===== config.mk =====
export PLATFORM = sky130hd
export DESIGN_NAME = fir8_ctrl
export DESIGN_NICKNAME = d
export VERILOG_FILES = /design/src/rtl/fir8_pkg.sv /design/src/rtl/fir8_coef_bank.sv /design/src/rtl/fir8_ctrl.sv
export SDC_FILE = /design/constraint.sdc
export NUM_CORES = 1
export LEC_CHECK = 0
export BUFFER_PORTS_ARGS = -buffer_cell sky130_fd_sc_hd__buf_2
export CAP_MARGIN = 20
export CORE_MARGIN = 2
export CORE_UTILIZATION = 40
export CTS_CLUSTER_SIZE = 24
export DETAILED_ROUTE_END_ITERATION = 12
export PLACE_DENSITY = 0.66
export SLEW_MARGIN = 20
export SYNTH_ARGS = -nofsm -noshare
export SYNTH_HDL_FRONTEND = slang
export SYNTH_SLANG_ARGS = --single-unit

===== constraint.sdc =====
create_clock -name clk -period 6.5 [get_ports clk]
set_input_delay 0 -clock clk [delete_from_list [all_inputs] [get_ports clk]]
set_output_delay 0 -clock clk [all_outputs]
set_load 0.05 [all_outputs]

===== src/rtl/fir8_pkg.sv =====
// Shared definitions for the fir8 sample sequencer: sequencer states, bank geometry and
// a saturating-counter helper.
package fir8_pkg;

   localparam int unsigned NUM_TAPS = 9;
   localparam int unsigned COEFF_W  = 32;
   localparam int unsigned CNT_W    = 16;

   typedef enum logic [1:0] {
      StIdle,
      StFire,
      StSettle,
      StCapture
   } fir8_state_e;

   function automatic logic [CNT_W-1:0] sat_inc(input logic [CNT_W-1:0] v);
      return (v == '1) ? v : v + CNT_W'(1);
   endfunction

endpackage


===== src/rtl/fir8_coef_bank.sv =====
// Shadow/active coefficient bank: writes land in shadow, a swap strobe copies the whole set
// into active at once.
module fir8_coef_bank
   import fir8_pkg::*;
(
   input  logic                         clk,
   input  logic                         rstn,
   input  logic                         wr_en,
   input  logic [3:0]                   wr_addr,
   input  logic [COEFF_W-1:0]           wr_data,
   input  logic                         commit,
   input  logic                         swap,
   output logic                         busy,
   output logic [NUM_TAPS*COEFF_W-1:0]  active
);

   logic [COEFF_W-1:0] shadow_q [NUM_TAPS];
   logic [COEFF_W-1:0] shadow_d [NUM_TAPS];
   logic [COEFF_W-1:0] active_q [NUM_TAPS];
   logic               pending_q;

   // A write in the swap cycle is forwarded so it is part of the copied set.
   always_comb begin
      for (int unsigned k = 0; k < NUM_TAPS; k++) begin
         shadow_d[k] = shadow_q[k];
         if (wr_en && (wr_addr == 4'(k))) shadow_d[k] = wr_data;
      end
   end

   always_ff @(posedge clk or negedge rstn) begin
      if (!rstn) begin
         for (int unsigned k = 0; k < NUM_TAPS; k++) begin
            shadow_q[k] <= '0;
            active_q[k] <= '0;
         end
         pending_q <= 1'b0;
      end else begin
         for (int unsigned k = 0; k < NUM_TAPS; k++) begin
            shadow_q[k] <= shadow_d[k];
            if (swap) active_q[k] <= shadow_d[k];
         end
         // A commit coinciding with the swap re-arms for another copy.
         pending_q <= commit | (pending_q & ~swap);
      end
   end

   always_comb begin
      active = '0;
      for (int unsigned k = 0; k < NUM_TAPS; k++) begin
         active[k*COEFF_W +: COEFF_W] = active_q[k];
      end
   end

   assign busy = pending_q;

endmodule


===== src/rtl/fir8_ctrl.sv =====
// Sample-rate sequencer for the 8th-order FIR: prescaler, input/output handshakes,
// fault counters and atomic coefficient updates on a sample boundary.
module fir8_ctrl
   import fir8_pkg::*;
#(
   parameter int unsigned pw_io_width = 12,
   parameter int unsigned pw_settle   = 3
) (
   input  logic                         clk,
   input  logic                         rstn,
   input  logic                         enable,
   input  logic [15:0]                  div,
   input  logic                         coef_wr_en,
   input  logic [3:0]                   coef_wr_addr,
   input  logic [COEFF_W-1:0]           coef_wr_data,
   input  logic                         coef_commit,
   output logic                         coef_busy,
   input  logic [pw_io_width-1:0]       s_data,
   input  logic                         s_valid,
   output logic                         s_ready,
   output logic                         fir_ce,
   output logic [pw_io_width-1:0]       fir_in,
   output logic [NUM_TAPS*COEFF_W-1:0]  fir_coeff,
   input  logic [pw_io_width-1:0]       fir_out,
   output logic [pw_io_width-1:0]       m_data,
   output logic                         m_valid,
   input  logic                         m_ready,
   input  logic                         clr_cnt,
   output logic [CNT_W-1:0]             underrun_cnt,
   output logic [CNT_W-1:0]             overrun_cnt
);

   localparam logic [15:0] DivMin     = 16'(pw_settle + 2);
   localparam logic [3:0]  SettleLast = 4'(pw_settle - 1);

   fir8_state_e state_q;
   logic [3:0]  settle_q;
   logic [15:0] presc_q;
   logic [15:0] div_eff;
   logic        en_q;
   logic        tick_q;
   logic        run;
   logic        take_tick;
   logic        underrun_inc;
   logic        overrun_inc;
   logic        swap;

   // The period must leave room for a full FIRE/SETTLE/CAPTURE pass before the next tick.
   assign div_eff = (div > DivMin) ? div : DivMin;
   assign run     = enable & en_q;

   always_ff @(posedge clk or negedge rstn) begin
      if (!rstn) begin
         en_q    <= 1'b0;
         tick_q  <= 1'b0;
         presc_q <= '0;
      end else begin
         en_q   <= enable;
         tick_q <= run && (presc_q >= div_eff);
         if (!run || (presc_q >= div_eff)) presc_q <= '0;
         else                              presc_q <= presc_q + 16'd1;
      end
   end

   assign take_tick    = (state_q == StIdle) && tick_q;
   assign s_ready      = take_tick && s_valid;
   assign underrun_inc = take_tick && !s_valid;
   assign overrun_inc  = (state_q == StCapture) && m_valid && !m_ready;
   assign swap         = (state_q == StIdle) && coef_busy;

   always_ff @(posedge clk or negedge rstn) begin
      if (!rstn) begin
         state_q      <= StIdle;
         settle_q     <= '0;
         fir_ce       <= 1'b0;
         fir_in       <= '0;
         m_data       <= '0;
         m_valid      <= 1'b0;
         underrun_cnt <= '0;
         overrun_cnt  <= '0;
      end else begin
         fir_ce <= 1'b0;
         if (m_valid && m_ready) m_valid <= 1'b0;
         unique case (state_q)
            StIdle: begin
               if (tick_q) begin
                  if (s_valid) fir_in <= s_data;
                  fir_ce  <= 1'b1;
                  state_q <= StFire;
               end
            end
            StFire: begin
               settle_q <= '0;
               state_q  <= StSettle;
            end
            StSettle: begin
               if (settle_q == SettleLast) state_q <= StCapture;
               else                        settle_q <= settle_q + 4'd1;
            end
            StCapture: begin
               m_data  <= fir_out;
               m_valid <= 1'b1;
               state_q <= StIdle;
            end
            default: state_q <= StIdle;
         endcase
         if (clr_cnt) begin
            underrun_cnt <= '0;
            overrun_cnt  <= '0;
         end else begin
            if (underrun_inc) underrun_cnt <= sat_inc(underrun_cnt);
            if (overrun_inc)  overrun_cnt  <= sat_inc(overrun_cnt);
         end
      end
   end

   fir8_coef_bank u_coef_bank (
      .clk     (clk),
      .rstn    (rstn),
      .wr_en   (coef_wr_en),
      .wr_addr (coef_wr_addr),
      .wr_data (coef_wr_data),
      .commit  (coef_commit),
      .swap    (swap),
      .busy    (coef_busy),
      .active  (fir_coeff)
   );

endmodule


* After elaboration in Yosys (flattened, before gate mapping)
Cells that the tools add are included.
** Storage, ports and cells
- Register bits :: 659
- Bits of input ports :: 84
- Output and inout port bits :: 348
- Word-level logic and storage cells :: 117
** Cells by class
- Add/sub/neg operators :: 4
- Order comparisons :: 2
- Eq/ne operators :: 19
- Multiplexer cells :: 26
- Bitwise operators :: 4
- Reductions and logical operators :: 32
** Operators by type and width (number)
- 2-to-1 mux 32 bit :: 9
- 2-to-1 mux 16 bit :: 8
- adder 16 x 1 -> 16 bit (second input constant) :: 3
- == test 16 bit (second input constant) :: 2
- logical AND 1 bit :: 17
- == test 4 x 3 -> 1 bit (second input constant) :: 4
- >= comparator 16 bit :: 1
- > comparator 16 x 3 -> 1 bit (second input constant) :: 1
- == test 4 x 2 -> 1 bit (second input constant) :: 3
- inequality test 2 bit (second input constant) :: 5
- case mux 2 bit (4 select lines) :: 1
- case mux 4 bit (2 select lines) :: 1
- AND reduction 2 bit :: 4
- nonzero test 2 bit :: 4
- adder 4 x 1 -> 4 bit (second input constant) :: 1
- == test 2 bit (second input constant) :: 2
- == test 4 x 1 -> 1 bit (second input constant) :: 1
- == test 4 bit (second input constant) :: 1
- zero test 4 bit :: 1
- 2-to-1 mux 1 bit :: 4
- 2-to-1 mux 2 bit :: 2
- 2-to-1 mux 4 bit :: 1
- zero test 1 bit :: 3
- AND reduction 3 bit :: 1
- other kinds (6) :: 7

* Depth between registers and ports, before layout
Gate-level depths: netlist of the first run.
- Depth in word-level cells :: 5
- Depth in mapped cells :: 11
- Mapped depth without buffers :: 9

* By module
From an unflattened synthesis of the first run, not the netlist that was laid out.
** Second synthesis, totals
- Cell total of the unflattened synthesis :: 2718
- Area total of the unflattened synthesis :: 26907.1 um^2
** By module, submodules not included
- fir8_coef_bank :: times used 1, cells each 2300, area each 22651.7 um^2, sequential area each 14438.8 um^2
- fir8_ctrl :: times used 1, cells each 418, area each 4255.3 um^2, sequential area each 2052.0 um^2

* Least setup slack after synthesis of the first run
No wires, ideal clock.
- Path type :: reg-to-reg
- Start point :: register overrun_cnt[0]
- End point :: register overrun_cnt[0]
- Library setup time :: 0.132 ns
- Data arrival time :: 1.963 ns
- Data required time :: 6.368 ns
- Path slack :: 4.405 ns
- Stages on the path, launching flop included :: 7
- Path buffers :: 0
- Period minus slack after synthesis :: 2.095 ns
- Path through :: dfrtp_1 -> ha_1 -> nand3_1 -> nor4_1 -> nor2_1 -> xnor2_1 -> nor2_1
** Between the ends
- Cells in the longest elaborated chain, start to end :: 4
- Elaborated cells on any way between the ends :: 7
- Those cells by class :: add/sub (1); eq/ne (2); mux (3); reduce/logical (1)
** Ends and longest elaborated chain
- from (decl) :: line fir8_ctrl.sv:30 : output logic [CNT_W-1:0] overrun_cnt
- from (signal assigned) :: line fir8_ctrl.sv:112 : if (overrun_inc) overrun_cnt <= sat_inc(overrun_cnt);
- adder 16 x 1 -> 16 bit :: line fir8_pkg.sv:17 : return (v == '1) ? v : v + CNT_W'(1);
- 2-to-1 mux 16 bit :: line fir8_pkg.sv:17
- 2-to-1 mux 16 bit :: line fir8_ctrl.sv:112
- 2-to-1 mux 16 bit :: line fir8_ctrl.sv:107 : if (clr_cnt) begin
Several ways; a longest one is shown, not always the timed one. The select of a mux whose other input is x is not followed.
A chain may end at the register's enable or synchronous reset.

==> summary.md, run 1 <==
| Metric | Value |
|---|---|
| Final Wtd Congestion | `0.854` |
| Vias per inst | `5.04` |
| Num CTS Buffers | `71` |
| Yosys warns | `0` |
| Die Wd | `258 um` |
| Gr ovfl total | `0` |
| Nets | `2272` |
| Pin count of the biggest net entering global routing | `181` |
| Max Buffers Root-to-Sink | `3` |
| Final slew viol count | `0` |
| Pwr dens | `541 nW/um2` |
| Synthesized area | `25700 um2` |
| Status | `complete, no violations` |
| Slew at the pin closest to its max-slew limit | `1.08 ns` |
| Hold Path Class | `input pin to flip-flop` |
| RSZ-0062 raised after global routing | `false` |
| Post-synth EDFFs | `0` |
| Final Skew | `0.0214 ns` |
| Root buffer cell | `clkbuf_16` |
| Post-DRT Antenna Nets | `0` |
| Layout cells sized above 1 | `52.5%` |
| DRC violations left | `0` |
| First-pass GRT wire length | `97900 um` |
| Rel. slew slack | `27.7%` |
| Type of element capturing the critical path | `flip-flop` |
| Arr. time, crit path | `3.29 ns` |
| Post-CTS Repair Setup Buffers | `0` |
| Die area | `66300 um2` |
| Crit path time final | `2.81 ns` |
| Post-DP HPWL | `40700 um` |
| Starting density of the core | `40.6%` |
| CTS tree | `done` |
| Async set-reset flop share out of synthesis | `100%` |
| Clock Latency Late Sink | `0.60 ns` |
| Kind of critical path | `input pin to flip-flop` |
| Setup TNS Final | `0 ns` |
| H-Tree Level Count | `3` |
| Clk slew on worst S/H paths | `0.06 ns` |
| Seq cells post-synth | `659` |
| Ports | `432` |
| Crit Path Max Fanout | `6` |
| Wirelength, routed | `62800 um` |
| Drt initial violations | `860` |
| Post-synth cell types | `56` |
| Fmax | `355 MHz` |
| TritonCTS Sinks | `659` |
| Finish-stage setup viols | `0` |
| Synth Area per Inst | `15.7 um2` |
| Initial antenna violation count | `0` |
| Vias post-DR | `15400` |
| Die Ht | `258 um` |
| Multi-input logic area | `8810 um2` |
| R2R depth | `6` |
| Register area share after synthesis | `64.1%` |
| Tot GR Track Use | `18.9%` |
| Leakage dissipation | `15.2 nW` |
| Row count | `92` |
| Max Cap Viol | `0` |
| Layout fillers | `5468` |
| First-pass DRT Iterations | `5` |
| Worst setup SP type | `input pin` |
| I/O Buffers | `431` |
| WL per Instance | `20.5 um` |
| Total power | `17.2 mW` |
| Post-Synthesis Cells | `1642` |
| Commonest non-fill, non-tap cell in the layout | `dfrtp_1` |
| P&R area growth vs syn | `23.7%` |
| Peak VDD IR | `0.000337 V` |
| Cell area after layout | `31800 um2` |
| Final period utilization | `43.3%` |
| Worst endpoint required time | `6.98 ns` |
| Syn nets | `1751` |
| Synth Flop Type | `dfrtp_1` |
| Sequential cell area | `16500 um2` |
| Area of placed instances | `28800 um2` |
| Worst Hold Depth | `6` |
| Final Hold Fails | `0` |
| Number of global-route vias before repair | `16300` |
| Core Area | `63300 um2` |
| Most frequent cells in the layout | `dfrtp_1, mux2_2, buf_2, clkbuf_16, dlygate4sd3_1` |
-- logic make-up after synthesis --
| kind of cell | Yosys count | share of synthesized area [%] |
|---|---|---|
| fa+ha+maj | 25 | 1.22 |
| simple gates | 173 | 3.59 |
| flops | 659 | 64.1 |
| mux | 603 | 26.8 |
| xor+xnor | 37 | 1.26 |
| buf+inv | 97 | 1.73 |
| compound gates | 48 | 1.25 |
-- worst max-delay path, cell delays in order --
cell	delay (ns)
dlygate4sd3_1	0.54
buf_2	0.14
nand3b_4	0.17
dlygate4sd3_1	0.65
nor3b_4	0.32
dlygate4sd3_1	0.81
mux2_2	0.39
mux2_2	0.27
-- routing by layer --
metal / global-route usage [%] / vias up / share of wire, %
met2: 30.8 / 337 / 48
met4: 6.82 / 0 / 3.3
li1: - / 6865 / -
met5: 0 / - / 0
met1: 24.7 / 8097 / 43
met3: 4.66 / 113 / 5.1
-- cells in the mapped netlist (3+ instances only) --
cell type / n / area, um2
a211oi_1: 4 / 30.0
a21oi_1: 13 / 65.1
a31oi_1: 3 / 18.8
and2_1: 4 / 25.0
and3_1: 8 / 50.1
and4_1: 4 / 35.0
buf_1: 10 / 37.5
buf_2: 37 / 185
buf_4: 3 / 22.5
buf_6: 3 / 33.8
clkbuf_1: 17 / 63.8
dfrtp_1: 659 / 16500
ha_1: 25 / 313
inv_1: 27 / 101
mux2_1: 4 / 45.0
mux2_2: 567 / 6380
mux2_4: 30 / 450
nand2_1: 25 / 93.8
nand3_1: 22 / 110
nand3b_1: 4 / 30.0
nand4_1: 17 / 106
nor2_1: 53 / 199
nor2b_1: 3 / 18.8
nor3_1: 6 / 30.0
nor3b_2: 3 / 37.5
nor4_1: 7 / 43.8
o2111ai_1: 3 / 26.3
o21ai_0: 7 / 35.0
or2_2: 3 / 18.8
or3_1: 4 / 25.0
xnor2_1: 16 / 140
xor2_1: 21 / 184
-- cell type report --
type / count / share of cell area [%]
repair buffers: 518 / 9.63
clock inverters: 17 / 0.689
multi-input cells: 886 / 27.7
diodes: 1 / 0.00787
inverters: 27 / 0.319
flip-flops and latches: 659 / 51.9
clock buffers: 105 / 6.47
well taps: 846 / 3.33
-- worst paths after layout --
kind | start | endpoint | slack [ns]
hold / removal | div[14] | tick_q | 0.06
max in group asynchronous | rstn | fir_in[1] | 5.42
min in group asynchronous | rstn | fir_in[0] | 0.07
setup reg to reg | state_q[0] | overrun_cnt[10] | 3.87
setup / recovery | coef_wr_addr[3] | u_coef_bank.active[220] | 3.69
hold reg to reg | u_coef_bank.shadow_q[176] | u_coef_bank.shadow_q[176] | 0.48
-- power by group --
| part | internal (mW) | leakage [nW] | total, mW | switching, mW |
|---|---|---|---|---|
| Sequential | 5.47 | 8.20 | 6.06 | 0.590 |
| Combinational | 2.26 | 5.84 | 7.22 | 4.96 |
| Clock | 2.32 | 1.12 | 3.94 | 1.62 |
-- per-stage QoR --
step	hold slack (ns)	setup WS, ns	util, %	cells
floorplan	-0.296	4.41	-	1642
global placement	0.0101	3.85	45.5	2866
detailed placement	0.0201	3.77	45.5	2866
CTS	0.0115	3.72	50.2	3058
global route	0.0485	3.64	50.2	3058
finish	0.0624	3.69	50.2	3059
-- registers in the layout, summed over array words and instances (netlist names) --
register,count
u_coef_bank.active,288
settle_q,4
tick_q,1
fir_ce,1
u_coef_bank.busy,1
state_q,2
fir_in,12
underrun_cnt,16
en_q,1
overrun_cnt,16
presc_q,16
u_coef_bank.shadow_q,288
m_data,12
m_valid,1
-- repair_timing --
| action | CTS | global route |
|---|---|---|
| resized for setup | 0 | 0 |
| hold endpoints to repair | 631 | 0 |
| hold buffers | 70 | 0 |
(Power assumes the default switching activity.)
==> run 2, diff against run 1 <==
==> constraint.sdc (replaced) <==
create_clock -name clk -period 2.7 [get_ports clk]
set_input_delay 0 -clock clk [delete_from_list [all_inputs] [get_ports clk]]
set_output_delay 0 -clock clk [all_outputs]
set_load 0.05 [all_outputs]
==> run 2 against run 1 <==
  * Final cell count is 0.92% higher
  * Sequential share of layout area shrank 0.66 points
  * Worst setup slack worse by 3.3 ns
==> summary.md, run 2 (same netlist as run 1, synthesis figures left out) <==
| Metric | Value |
|---|---|
| Layout fillers | `5393 (-1.4%)` |
| DRC violations left | `0 (unchanged)` |
| Worst path bufs/invs | `3 (-1)` |
| Fmax | `429 MHz` |
| Crit path time final | `2.33 ns` |
| CTS tree | `done` |
| Finished Layout Cells | `3087 (+0.92%)` |
| Die Wd | `258 um (unchanged)` |
| CP top delay family | `simple AND/OR/NAND/NOR gates` |
| Inst Count DP | `2901 (+1.2%)` |
| Final Hold Fails | `0 (unchanged)` |
| Core Area | `63300 um2 (unchanged)` |
| Gr ovfl total | `0 (unchanged)` |
| Commonest non-fill, non-tap cell in the layout | `dfrtp_1` |
| Type of element capturing the critical path | `primary output` |
| Root buffer cell | `clkbuf_16` |
| First-pass GRT wire length | `102000 um (+3.9%)` |
| Wirelength, routed | `65100 um (+3.5%)` |
| Status | `complete, no violations` |
| TritonCTS Sinks | `659 (unchanged)` |
| Multi-input logic area | `8810 um2 (unchanged)` |
| P&R area growth vs syn | `25.3%` |
| Initial antenna violation count | `1 (+1)` |
| Clock Power Share | `23.0% (about the same)` |
| Final Skew | `0.0231 ns (+0.00177 ns)` |
| Worst path cell trace | `inv_1 > ha_1 > and2_1 > nand2_1 > inv_1 > buf_2` |
| Crit Path Max Fanout | `13 (+7)` |
| Sw power | `17.5 mW (+140%)` |
| Worst endpoint required time | `2.70 ns (-4.28 ns)` |
| Nets | `2300 (+1.2%)` |
| Number of global-route vias before repair | `16800 (+3.0%)` |
| Peak VDD IR | `0.000803 V (+140%)` |
| Slowest stage cell, crit path | `dfrtp_1` |
| Leakage dissipation | `15.4 nW (+1.4%)` |
| Cell area after layout | `32200 um2 (+1.3%)` |
| Most frequent cells in the layout | `dfrtp_1, mux2_2, buf_2, clkbuf_16, dlygate4sd3_1` |
| Post-DP HPWL | `43200 um (+6.2%)` |
| Setup TNS Final | `0 ns (unchanged)` |
| Kind of critical path | `flip-flop to primary output` |
| Die Ht | `258 um (unchanged)` |
| I/O Buffers | `431 (unchanged)` |
| Vias post-DR | `15600 (+1.3%)` |
| Ports | `432 (unchanged)` |
| Crit-path most repeated cell | `inv_1` |
| Switching fraction of total power | `41.6% (about the same)` |
| Reg power frac | `34.9% (-0.3 points)` |
| Tot GR Track Use | `19.7% (+0.81 points)` |
| Sequential cell area | `16500 um2 (unchanged)` |
| Max Cap Viol | `0 (unchanged)` |
| Post-CTS Repair Setup Buffers | `0 (unchanged)` |
| Final slew viol count | `0 (unchanged)` |
| RSZ-0062 raised after global routing | `false` |
| Area of placed instances | `29300 um2 (+1.6%)` |
| Slowest cell delay on critical path | `0.41 ns (-0.40 ns)` |
| Starting density of the core | `40.6% (unchanged)` |
| Clock Latency Late Sink | `0.60 ns (about the same)` |
| Final period utilization | `86.2%` |
| Layout cells sized above 1 | `53.7% (+1.2 points)` |
| Comb pwr share | `42.1% (+0.2 points)` |
| Max Buffers Root-to-Sink | `3 (unchanged)` |
| Rel. slew slack | `44.0% (+16 points)` |
| WL per Instance | `21.1 um (+2.6%)` |
| Final Wtd Congestion | `0.889 (+4.1%)` |
| Internal power | `24.5 mW (+140%)` |
| Vias per inst | `5.06 (+0.35%)` |
| Arr. time, crit path | `2.33 ns (-0.96 ns)` |
| First-pass DRT Iterations | `6 (+1)` |
| Hold Path Class | `input pin to asynchronous set/reset pin` |
| Row count | `92 (unchanged)` |
| Slew at the pin closest to its max-slew limit | `0.841 ns (-0.243 ns)` |
| Die area | `66300 um2 (unchanged)` |
| Pwr dens | `1300 nW/um2 (+140%)` |
| Worst setup SP type | `flip-flop` |
| Num CTS Buffers | `72 (+1.4%)` |
| Pin count of the biggest net entering global routing | `81 (-55%)` |
| H-Tree Level Count | `3 (unchanged)` |
| Clk slew on worst S/H paths | `0.06 ns (about the same)` |
| Finish-stage setup viols | `0 (unchanged)` |
| Post-DRT Antenna Nets | `0 (unchanged)` |
| Drt initial violations | `806 (-6.3%)` |
-- run 2: cell count changes in the layout (fill, tap and decap cells not counted), sizes merged --
cell / change
buf: +34
dlygate4sd3: -7
clkbuf: -2
clkinvlp: +2
inv: +2
clkinv: -1
-- run 2: worst paths after layout --
check                                          start                   endpoint  slack, ns  cells past startpoint
setup reg to reg                          state_q[0]            overrun_cnt[10]       0.54                      6
hold / removal                                  rstn                presc_q[12]       0.02                      2
min in group clk                     coef_wr_addr[1]  u_coef_bank.shadow_q[123]       0.08                      4
setup / recovery                          state_q[0]                    s_ready       0.37                      6
max in group asynchronous                       rstn     u_coef_bank.active[22]       1.70                      3
hold reg to reg            u_coef_bank.shadow_q[174]  u_coef_bank.shadow_q[174]       0.48                      1
-- run 2: final cells by class --
type / count / share of cell area [%]
multi-input combinational: 886 / 27.4
clock inverter: 20 / 0.789
tap: 846 / 3.29
sequential: 659 / 51.2
timing repair buffer: 545 / 10.6
clock buffer: 103 / 6.45
antenna: 1 / 0.00777
inverter: 27 / 0.315
-- run 2: power groups by stage --
| stage | clock [mW] | combinational [mW] | sequential [mW] |
|---|---|---|---|
| after detailed placement | 0 | 17.8 | 14.8 |
| after global placement | 0 | 17.5 | 14.7 |
| final | 9.65 | 17.7 | 14.7 |
| after CTS | 9.95 | 17.9 | 14.7 |
| after global routing | 10.3 | 18.5 | 15.1 |
| after floorplan | 0 | 5.44 | 22.2 |
-- run 2: repair_timing --
action / 4_1_cts / 5_1_grt
setup endpoints to repair: 0 / 0
hold buffers: 62 / 0
hold endpoints to repair: 716 / 0
gates resized for setup: 0 / 0
-- run 2: metal layers --
metal,global-route usage (%),vias up,share of wire (%)
met2,32.6,347,49
met3,4.32,95,5.1
met1,25.8,8236,43
li1,-,6929,-
met5,0,-,0
met4,6.84,0,2.8
-- run 2: through the flow --
step,power (mW),setup WS (ns),hold slack [ns],util (%)
after floorplan,27.6,0.605,-0.296,-
after global placement,32.2,0.498,0.0982,46.2
after detailed placement,32.6,0.422,0.120,46.2
after CTS,42.5,0.371,0.0186,50.9
after global routing,43.9,0.219,0.0731,50.9
final,42.0,0.372,0.0235,50.9
